File: src/rtl/alu_seq_pkg.sv
// Shared opcode (card) codes, CMP flag positions and FSM encodings for alu_seq.
// The MUL card is only executed when ALU_MUL_EN is defined.
package alu_seq_pkg;

  localparam int CARD_W = 5;
  typedef logic [CARD_W-1:0] card_t;

  localparam card_t CARD_ADD   = 5'd0;
  localparam card_t CARD_ASUBB = 5'd1;
  localparam card_t CARD_AND   = 5'd2;
  localparam card_t CARD_OR    = 5'd3;
  localparam card_t CARD_XOR   = 5'd4;
  localparam card_t CARD_MOVZ  = 5'd5;
  localparam card_t CARD_SIL   = 5'd6;
  localparam card_t CARD_CMP   = 5'd7;
  localparam card_t CARD_MUL   = 5'd8;
  localparam card_t CARD_SRL   = 5'd9;
  localparam card_t CARD_SRA   = 5'd10;

  localparam int CMP_EQ    = 0;
  localparam int CMP_SLT   = 1;
  localparam int CMP_ULT   = 2;
  localparam int CMP_SLE   = 3;
  localparam int CMP_ULE   = 4;
  localparam int CMP_FLAGS = 5;

  typedef enum logic {
    ST_IDLE = 1'b0,
    ST_MUL  = 1'b1
  } state_t;

  // Low half holds the flags, high half their complements.
  function automatic logic [2*CMP_FLAGS-1:0] cmp_word(input logic eq, input logic slt,
                                                      input logic ult);
    logic [CMP_FLAGS-1:0] f;
    f          = '0;
    f[CMP_EQ]  = eq;
    f[CMP_SLT] = slt;
    f[CMP_ULT] = ult;
    f[CMP_SLE] = slt | eq;
    f[CMP_ULE] = ult | eq;
    return {~f, f};
  endfunction

endpackage

File: src/rtl/alu_mul_iter.sv
// Iterative unsigned shift-add multiplier: one partial product per cycle, W cycles busy.
// Only instantiated by alu_seq when ALU_MUL_EN is defined.
module alu_mul_iter #(
  parameter int W = 32
) (
  input  logic         clk,
  input  logic         rst_n,
  input  logic         start,
  input  logic [W-1:0] a,
  input  logic [W-1:0] b,
  output logic         busy,
  output logic         done,
  output logic [W-1:0] product
);

  localparam int CW = $clog2(W);
  localparam logic [CW-1:0] LAST = CW'(W - 1);

  logic [W-1:0]  acc_reg;
  logic [W-1:0]  mcand_reg;
  logic [W-1:0]  mplier_reg;
  logic [CW-1:0] count_reg;
  logic          busy_reg;
  logic          done_reg;

  always_ff @(posedge clk or negedge rst_n) begin
    if (!rst_n) begin
      acc_reg    <= '0;
      mcand_reg  <= '0;
      mplier_reg <= '0;
      count_reg  <= '0;
      busy_reg   <= 1'b0;
      done_reg   <= 1'b0;
    end else begin
      done_reg <= 1'b0;
      if (start) begin
        acc_reg    <= '0;
        mcand_reg  <= a;
        mplier_reg <= b;
        count_reg  <= '0;
        busy_reg   <= 1'b1;
      end else if (busy_reg) begin
        // Bits shifted past W are dropped, so the product wraps modulo 2^W.
        acc_reg    <= acc_reg + (mplier_reg[0] ? mcand_reg : '0);
        mcand_reg  <= mcand_reg << 1;
        mplier_reg <= mplier_reg >> 1;
        count_reg  <= count_reg + 1'b1;
        if (count_reg == LAST) begin
          busy_reg <= 1'b0;
          done_reg <= 1'b1;
        end
      end
    end
  end

  assign busy    = busy_reg;
  assign done    = done_reg;
  assign product = acc_reg;

endmodule

File: src/rtl/alu_seq.sv
// Registered EX-stage ALU with valid/ready handshakes on both sides.
// Define ALU_MUL_EN to add the iterative MUL; otherwise MUL behaves as an unknown card.
module alu_seq
  import alu_seq_pkg::*;
#(
  parameter int W    = 32,
  parameter int SA_W = 5
) (
  input  logic              clk,
  input  logic              rst_n,
  input  logic              in_valid,
  output logic              in_ready,
  input  logic [CARD_W-1:0] card,
  input  logic [W-1:0]      rs_value,
  input  logic [W-1:0]      rt_value,
  input  logic [SA_W-1:0]   sa,
  output logic              out_valid,
  input  logic              out_ready,
  output logic [W-1:0]      rd_value,
  output logic              en_reg_write
);

  logic                     out_valid_reg;
  logic [W-1:0]             rd_value_reg;
  logic                     en_reg_write_reg;
  logic [W-1:0]             op_result;
  logic                     op_wen;
  logic [2*CMP_FLAGS-1:0]   cmp_bits;
  logic                     idle;
  logic                     accept;
  logic                     accept_mul;
  logic                     mul_done;
  logic [W-1:0]             mul_product;

  assign cmp_bits = cmp_word(rs_value == rt_value,
                             $signed(rs_value) < $signed(rt_value),
                             rs_value < rt_value);

  always_comb begin
    op_result = '0;
    op_wen    = 1'b0;
    case (card)
      CARD_ADD:   begin op_result = rs_value + rt_value;             op_wen = 1'b1; end
      CARD_ASUBB: begin op_result = rs_value - rt_value;             op_wen = 1'b1; end
      CARD_AND:   begin op_result = rs_value & rt_value;             op_wen = 1'b1; end
      CARD_OR:    begin op_result = rs_value | rt_value;             op_wen = 1'b1; end
      CARD_XOR:   begin op_result = rs_value ^ rt_value;             op_wen = 1'b1; end
      CARD_SIL:   begin op_result = rt_value << sa;                  op_wen = 1'b1; end
      CARD_SRL:   begin op_result = rt_value >> sa;                  op_wen = 1'b1; end
      CARD_SRA:   begin op_result = $unsigned($signed(rt_value) >>> sa); op_wen = 1'b1; end
      CARD_CMP:   begin op_result = W'(cmp_bits);                    op_wen = 1'b1; end
      CARD_MOVZ: begin
        if (rt_value == '0) begin
          op_result = rs_value;
          op_wen    = 1'b1;
        end
      end
      default: ;
    endcase
  end

  assign in_ready = idle & (~out_valid_reg | out_ready);
  assign accept   = in_valid & in_ready;

`ifdef ALU_MUL_EN
  state_t state_reg;
  logic   mul_busy;

  assign idle       = (state_reg == ST_IDLE) & ~mul_busy;
  assign accept_mul = accept & (card == CARD_MUL);

  alu_mul_iter #(.W(W)) u_mul (
    .clk     (clk),
    .rst_n   (rst_n),
    .start   (accept_mul),
    .a       (rs_value),
    .b       (rt_value),
    .busy    (mul_busy),
    .done    (mul_done),
    .product (mul_product)
  );
`else
  assign idle        = 1'b1;
  assign accept_mul  = 1'b0;
  assign mul_done    = 1'b0;
  assign mul_product = '0;
`endif

  always_ff @(posedge clk or negedge rst_n) begin
    if (!rst_n) begin
`ifdef ALU_MUL_EN
      state_reg <= ST_IDLE;
`endif
      out_valid_reg    <= 1'b0;
      rd_value_reg     <= '0;
      en_reg_write_reg <= 1'b0;
    end else begin
`ifdef ALU_MUL_EN
      if (accept_mul) begin
        state_reg <= ST_MUL;
      end else if (mul_done) begin
        state_reg <= ST_IDLE;
      end
`endif
      if (mul_done) begin
        out_valid_reg    <= 1'b1;
        rd_value_reg     <= mul_product;
        en_reg_write_reg <= 1'b1;
      end else if (accept && !accept_mul) begin
        out_valid_reg    <= 1'b1;
        rd_value_reg     <= op_result;
        en_reg_write_reg <= op_wen;
      end else if (accept_mul || out_ready) begin
        // Accepting MUL implies the output slot is free or being drained now.
        out_valid_reg    <= 1'b0;
        rd_value_reg     <= '0;
        en_reg_write_reg <= 1'b0;
      end
    end
  end

  assign out_valid    = out_valid_reg;
  assign rd_value     = rd_value_reg;
  assign en_reg_write = en_reg_write_reg;

endmodule

File: config.mk
export PLATFORM = sky130hd
export DESIGN_NAME = alu_seq
export DESIGN_NICKNAME = d
export VERILOG_FILES = /design/src/rtl/alu_seq_pkg.sv /design/src/rtl/alu_mul_iter.sv /design/src/rtl/alu_seq.sv
export SDC_FILE = /design/constraint.sdc
export NUM_CORES = 1
export LEC_CHECK = 0
export ABC_AREA = 1
export CAP_MARGIN = 5
export CORE_MARGIN = 4
export CORE_UTILIZATION = 35
export DETAILED_ROUTE_END_ITERATION = 6
export GPL_TIMING_DRIVEN = 0
export MAX_ROUTING_LAYER = met4
export PLACE_DENSITY = 0.52
export SLEW_MARGIN = 0
export SYNTH_ARGS = -nofsm -noshare
export SYNTH_HDL_FRONTEND = slang
export SYNTH_SLANG_ARGS = --single-unit
File: constraint.sdc
create_clock -name clk -period 2.3 [get_ports clk]
set_input_delay 0.46 -clock clk [delete_from_list [all_inputs] [get_ports clk]]
set_output_delay 0.46 -clock clk [all_outputs]
set_load 0.01 [all_outputs]
==> results by group, run 1 <==
Clocking
  • Clock Sinks: 34
  • Cts hold-fix bufs: 0
  • Clock Pin Slew Worst Setup and Hold Paths: 50 ps
  • CTS max path bufs: 2
  • CTS Buf Count: 5
  • CTS tree: yes
  • Worst skew pair latency: 280 ps
  • H-tree Lvls: 2
  • Root buf cell: clkbuf_16

STA
  • Slew margin rel.: 48.0%
  • PnR worst setup slack: 1.73 ps
  • Final Hold Violating Endpoints: 0
  • Slew Limit Fails: 0
  • RSZ-0062 raised after global routing: true
  • Tightest Pin Transition: 774 ps
  • Skew final: between 4 and 5 ps
  • F_max: 435 MHz
  • # setup viols final: 0
  • Fin crit period: around 2300 ps
  • Fin crit share: between 90% and 100%

Setup path
  • Crit. End Element: flip-flop
  • Startpoint types: input pin
  • Worst-path fanout max: 5
  • Critical Path RT: about 2500 ps
  • RR Startpoint: out_valid
  • Crit path from: rs_value[0]
  • Worst reg2reg path endpoint: rd_value[17]
  • Worst path arrival time: 2470 ps
  • Worst Setup Path Type: input pin to flip-flop
  • Flop2flop setup slack: 470 ps
  • Reg2Reg Depth: 6

Synth
  • Mapped Cells: between 2k and 2.5k
  • Fraction of registers with async set/reset: 100%
  • Commonest cells post-synth: nand2_1, nand3_1, inv_1
  • Leading cell type by number of instances after synthesis: nand2_1
  • Top_reg_cell synth: dfrtp_1
  • EDFF count, synth: 0
  • Avg Cell Area, Syn: between 4 and 5 µm²
  • Mapped Area: 0.0121 mm²
  • Syn Nets: 2,627
  • YS warnings: 0
  • Synth area leader: nand2_1
  • Flops & latches, synth: 34
  • Sequential area share after synthesis: 7.04%
  • Top cell type's share of synthesized area: 28.4%
  • Count of cell types in the netlist: 35
  • Ranking of synthesized cells by area: nand2_1, nand3_1, inv_1

Route
  • Initial DRC count: 1,996
  • Overall routed net length: 76.1 mm
  • Antenna viol nets, final: 0
  • Metal-1 WL: 28.8 mm
  • Metal2 WL: about 35 mm
  • Drt first pass iters: 7
  • Via Count: 18.1k
  • DRC Markers: 4
  • Avg WL per Cell: 24.6 µm
  • Via density: approximately 6
  • Met3 wire len: 6.24 mm
  • Highest routed metal layer: met4

Power
  • Leak pwr: 8.78 nW
  • Max IR drop VDD: 0.300 mV
  • P per Cell Area: approximately 300 mW/mm²

Status
  • Status: finished with violations
  • Failing checks: design-rule violations

Global route
  • Vias in the first global route: 17.0k
  • Initial antenna violation count: 0
  • Remaining Overflow, GRT: 0
  • First-pass GRT wire length: 108 mm
  • Largest net degree at the start of global routing: 35
  • GRT Overall Usage: 38.7%

Placed design
  • Placed cells: about 3.0k
  • Placer's final routability congestion estimate: around 1.1
  • Dpl hpwl: 61.6 mm
  • Port Buffer Count: approximately 110
  • Setup WS pre-CTS: -1970 ps

Floorplanning
  • Die W: 194 µm
  • Core Area: approximately 0.034 mm²
  • DIE HEIGHT: 194 µm
  • Row cnt: between 60 and 70
  • Initial Utilization: 35.8%
  • Die area: 0.0376 mm²
  • I/O pin count: 113

Layout
  • Max reg flops: 32
  • ANT cells: 0
  • Area growth, synth to finish: 35.5%
  • Non-Filler Instances: 3,097
  • Share of layout cells above drive strength 1: around a quarter
  • Fin nets: 2,824

Flow run
  • Max cap viols: 0

Hold path
  • Worst Hold Class: input pin to asynchronous set/reset pin
-- worst max-delay path, stage by stage --
cell     delay [ps]
buf_4           130
inv_2            50
ha_2            160
inv_2            50
fa_2            420
nand2_2         110
nand2_4          80
o21ai_2         230
nand2_1         150
nor3_4          240
nand4_1         200
nand2_1         120
nand2_1          50
-- what timing repair did --
item | 4_1_cts | 5_1_grt
endpoints found under the setup margin | 33 | 33
pin swaps | 67 | 122
cloned | 2 | 2
gates resized for setup | 628 | 355
buffers inserted | 33 | 45
-- worst max path at each step --
stage	end	slack [ps]	cells past startpoint
4_1_cts	rd_value[5]	-20	14
3_5_place_dp	rd_value[5]	-1970	14
6_report	rd_value[4]	2	13
3_3_place_gp	rd_value[5]	-1960	14
2_1_floorplan	rd_value[1]	90	18
5_1_grt	rd_value[19]	-60	17
-- per-stage QoR --
stage	power, mW	hold WS, ps	instance area (µm²)	TNS [ps]	utilization, %
detailed placement	3.43	469	13700	-41160	40.6
global route	5.21	314	16400	-167	48.5
finish	4.93	253	16400	0	48.5
floorplan	2.30	164	12100	0	-
global placement	3.42	467	13700	-40480	40.7
CTS	4.48	278	15200	-34.5	44.9
-- kinds of logic after synthesis --
group | count (synthesis) | synth area share, %
flip-flops | 34 | 7.04
adder cells (fa/ha/maj) | 98 | 10.3
AO/OA/AOI/OAI | 171 | 7.77
buffers and inverters | 438 | 14.3
AND/OR/NAND/NOR | 1710 | 60.6
-- cell usage in the layout (no fill, tap or decap), types with 6 or more instances in the layout --
master	netlist	final
nand2_1	915	821
nand3_1	473	442
inv_1	324	266
nor2_1	221	145
buf_4	4	112
nand2_2	5	81
ha_1	96	66
inv_2	15	63
nor2_4	9	57
a21oi_1	68	46
buf_6	0	39
nand4_1	38	38
clkdlybuf4s50_1	0	37
nor2_2	6	34
dfrtp_1	34	34
buf_2	59	33
o21ai_0	41	29
ha_4	0	29
nand3_2	2	24
clkbuf_4	0	21
nand2_4	2	20
a21oi_2	1	18
o211ai_1	17	17
o21ai_1	22	16
clkbuf_2	0	16
o21ai_2	0	16
buf_8	0	13
o22ai_1	13	13
and2_1	12	12
nand3_4	1	10
nor3_1	15	10
inv_4	0	7
nand3b_1	7	7
o21bai_1	7	6
-- layout make-up --
type	instances	area (µm²)
buffer	96	786
clock buffer	6	139
clock inverter	2	12.5
fill	3726	17400
inverter	342	1320
multi-input combinational	1979	11100
sequential	34	851
tap	448	561
timing repair buffer	190	1610
-- routing by layer --
layer  up-vias  global-route usage [%]
met2      1004                    64.4
met1      8540                    45.1
li1       8202                       -
met4         0                    21.1
met5         -                       -
met3       304                    5.60
-- power by group --
part	leakage, nW	total (mW)	internal (mW)	switching (mW)
logic	8.24	3.60	1.22	2.39
registers	0.463	0.658	0.636	0.0218
clock network	0.0729	0.669	0.428	0.241
(Power assumes the default switching activity.)
==> inputs of run 2 (changes only) <==
Settings changed: GPL_TIMING_DRIVEN 0 to unset.
==> run 2 against run 1 <==
The flow still finishes with violations (design-rule violations). Register-to-register slack improved by 480 ps. Clock-buffer cell count grew 1. Wire length shrank 0.69%. Cell count increased by 13%. Combinational power rose by 17%. Via count increased by 7.4%. Global-route usage up 0.37 points. Cell area up 20%. Power up 14%. Non-clock buffer count is 415 higher. Critical endpoint is now rd_value[2].
==> results by group, run 2 (synthesis results as in run 1) <==
Route
  • Avg WL per Cell: 21.5 µm (-12%)
  • DRC Markers: 1 (-3)
  • Initial DRC count: 2,003 (+0.35%)
  • Via density: 5.52 (-5.3%)
  • Drt first pass iters: 7 (unchanged)
  • Overall routed net length: 75.5 mm (-0.69%)
  • Via Count: 19.4k (+7.4%)
  • Antenna viol nets, final: 0 (unchanged)

Setup path
  • Flop2flop setup slack: 950 ps (+480 ps)
  • Crit path from: rs_value[0]
  • RR Startpoint: out_valid
  • Startpoint types: input pin
  • Reg2Reg Depth: 7 (+1)
  • Worst Setup Path Type: input pin to flip-flop
  • Worst-path fanout max: 5 (unchanged)
  • Crit. End Element: flip-flop
  • Critical path destination: rd_value[2]
  • Worst path arrival time: 2450 ps (-20 ps)
  • Critical Path RT: 2490 ps (+20 ps)
  • Worst reg2reg path endpoint: rd_value[16]

STA
  • Slew Limit Fails: 0 (unchanged)
  • # setup viols final: 0 (unchanged)
  • Fin crit share: 98.1% (-1.8 points)
  • Skew final: 4.73 ps (+0.620 ps)
  • Fin crit period: 2260 ps (-41.3 ps)
  • PnR worst setup slack: 43.0 ps (+41.3 ps)
  • Tightest Pin Transition: 554 ps (-220 ps)
  • Final Hold Violating Endpoints: 0 (unchanged)
  • Slew margin rel.: 63.1% (+15 points)
  • Worst hold slack: 226 ps (-26.9 ps)
  • RSZ-0062 raised after global routing: true
  • F_max: 443 MHz (+1.8%)

Clocking
  • Clock Sinks: 34 (unchanged)
  • Worst skew pair latency: 300 ps (+20 ps)
  • H-tree Lvls: 2 (unchanged)
  • CTS tree: yes
  • Clock Pin Slew Worst Setup and Hold Paths: 70 ps (+20 ps)
  • CTS max path bufs: 2 (unchanged)
  • CTS Buf Count: 5 (unchanged)
  • Root buf cell: clkbuf_16

Layout
  • Non-Filler Instances: 3,512 (+13%)
  • Share of layout cells above drive strength 1: 34.6% (+11 points)
  • ANT cells: 0 (unchanged)
  • Area growth, synth to finish: 62.6%
  • Most common cell after layout, fill and taps aside: nand2_1
  • Fin nets: 3,239 (+15%)
  • Max reg flops: 32 (unchanged)
  • Leading cell types in the layout, fill and taps excluded: nand2_1, buf_4, nand3_1, inv_1, nor2_1

Floorplanning
  • Die area: 0.0376 mm² (unchanged)
  • Row cnt: 67 (unchanged)
  • DIE HEIGHT: 194 µm (unchanged)
  • I/O pin count: 113 (unchanged)
  • Initial Utilization: 35.8% (unchanged)
  • Core Area: 0.0338 mm² (unchanged)
  • Die W: 194 µm (unchanged)

Placed design
  • Port Buffer Count: 112 (+3.7%)
  • Placer's final routability congestion estimate: 1.10 (+4.3%)
  • Placed cells: 3,475 (+16%)
  • Setup WS pre-CTS: -1110 ps (+853 ps)
  • Dpl hpwl: 63.1 mm (+2.4%)

Global route
  • Remaining Overflow, GRT: 0 (unchanged)
  • Vias in the first global route: 18.6k (+9.3%)
  • First-pass GRT wire length: 111 mm (+2.6%)
  • Initial antenna violation count: 0 (unchanged)
  • GRT Overall Usage: 39.1% (+0.37 points)
  • Largest net degree at the start of global routing: 42 (+20%)

Hold path
  • Worst Hold Class: input pin to asynchronous set/reset pin

Flow run
  • Max cap viols: 0 (unchanged)

Status
  • Failing checks: design-rule violations
  • Status: finished with violations

Power
  • Overall power: 5.65 mW (+14%)
  • P per Cell Area: 287 mW/mm² (-4.6%)
  • Max IR drop VDD: 0.274 mV (-8.7%)
  • Leak pwr: 10.8 nW (+22%)
run 2: cell types whose count changed in the layout (fill, tap and decap cells not counted), sizes merged:
cell           delta
buf             +399
clkbuf            -9
clkdlybuf4s15     +7
clkdlybuf4s50     +1
clkinvlp          -4
dlygate4sd2      +16
dlymetal6s2s      +2
inv               +3
run 2: cell type report:
class	count	area (µm²)
Multi-Input combinational cell	1979	11100
Clock buffer	7	143
Timing Repair Buffer	701	5740
Tap cell	448	561
Fill cell	3439	14100
Inverter	342	1280
Sequential cell	34	851
Clock inverter	1	5.00
run 2: per-layer routing:
metal / wire length (µm) / vias to the layer above / share of wire, % / track usage (%)
li1: - / 9014 / - / -
met1: 29600 / 9061 / 39 / 48.2
met2: 34900 / 1079 / 46 / 64.1
met3: 6390 / 234 / 8.5 / 4.34
met4: 4690 / 0 / 6.2 / 18.7
met5: 0 / - / 0 / -
run 2: worst max-delay path: stages:
cell,delay (ps)
buf_2,130
inv_2,90
ha_4,140
inv_2,50
fa_2,440
or2_4,260
nand3_1,80
nand2_1,70
nor3_2,200
o211ai_1,130
nor2_2,190
nand3_1,100
nand2_1,60
nand2_1,50
run 2: report_power, final:
part	internal (mW)	switching, mW	total (mW)
Combinational	1.75	2.46	4.21
Clock	0.432	0.333	0.766
Sequential	0.635	0.0350	0.670
run 2: metrics by stage:
step	utilization, %	cell area (µm²)	setup TNS [ps]
finish	58.2	19700	0
global route	58.2	19700	-178
CTS	56.9	19200	-27.2
detailed placement	52.9	17900	-27100
global placement	52.9	17900	-26170
floorplan	-	12100	0
run 2: worst min path at each step:
stage,from,end,slack [ps],cells past startpoint
detailed placement,rd_value[30],rd_value[30],470,2
global route,rst_n,rd_value[31],250,2
CTS,rst_n,rd_value[31],230,2
global placement,rd_value[31],rd_value[31],470,2
floorplan,rst_n,en_reg_write,160,0
finish,rst_n,rd_value[21],230,2
run 2: timing repair:
| item | in CTS | in global routing |
|---|---|---|
| hold buffers | 0 | 0 |
| setup endpoints to repair | 33 | 31 |
| resized for setup | 418 | 247 |
| cloned | 0 | 0 |
| pin swaps | 96 | 83 |
| buffers inserted | 16 | 14 |
| hold endpoints to repair | 0 | 0 |
==> inputs of run 3 (changes only) <==
Settings changed: HOLD_SLACK_MARGIN set to 0.06.
==> results of run 3 <==
The final DEF is identical to that of run 2; final timing and power are the same.
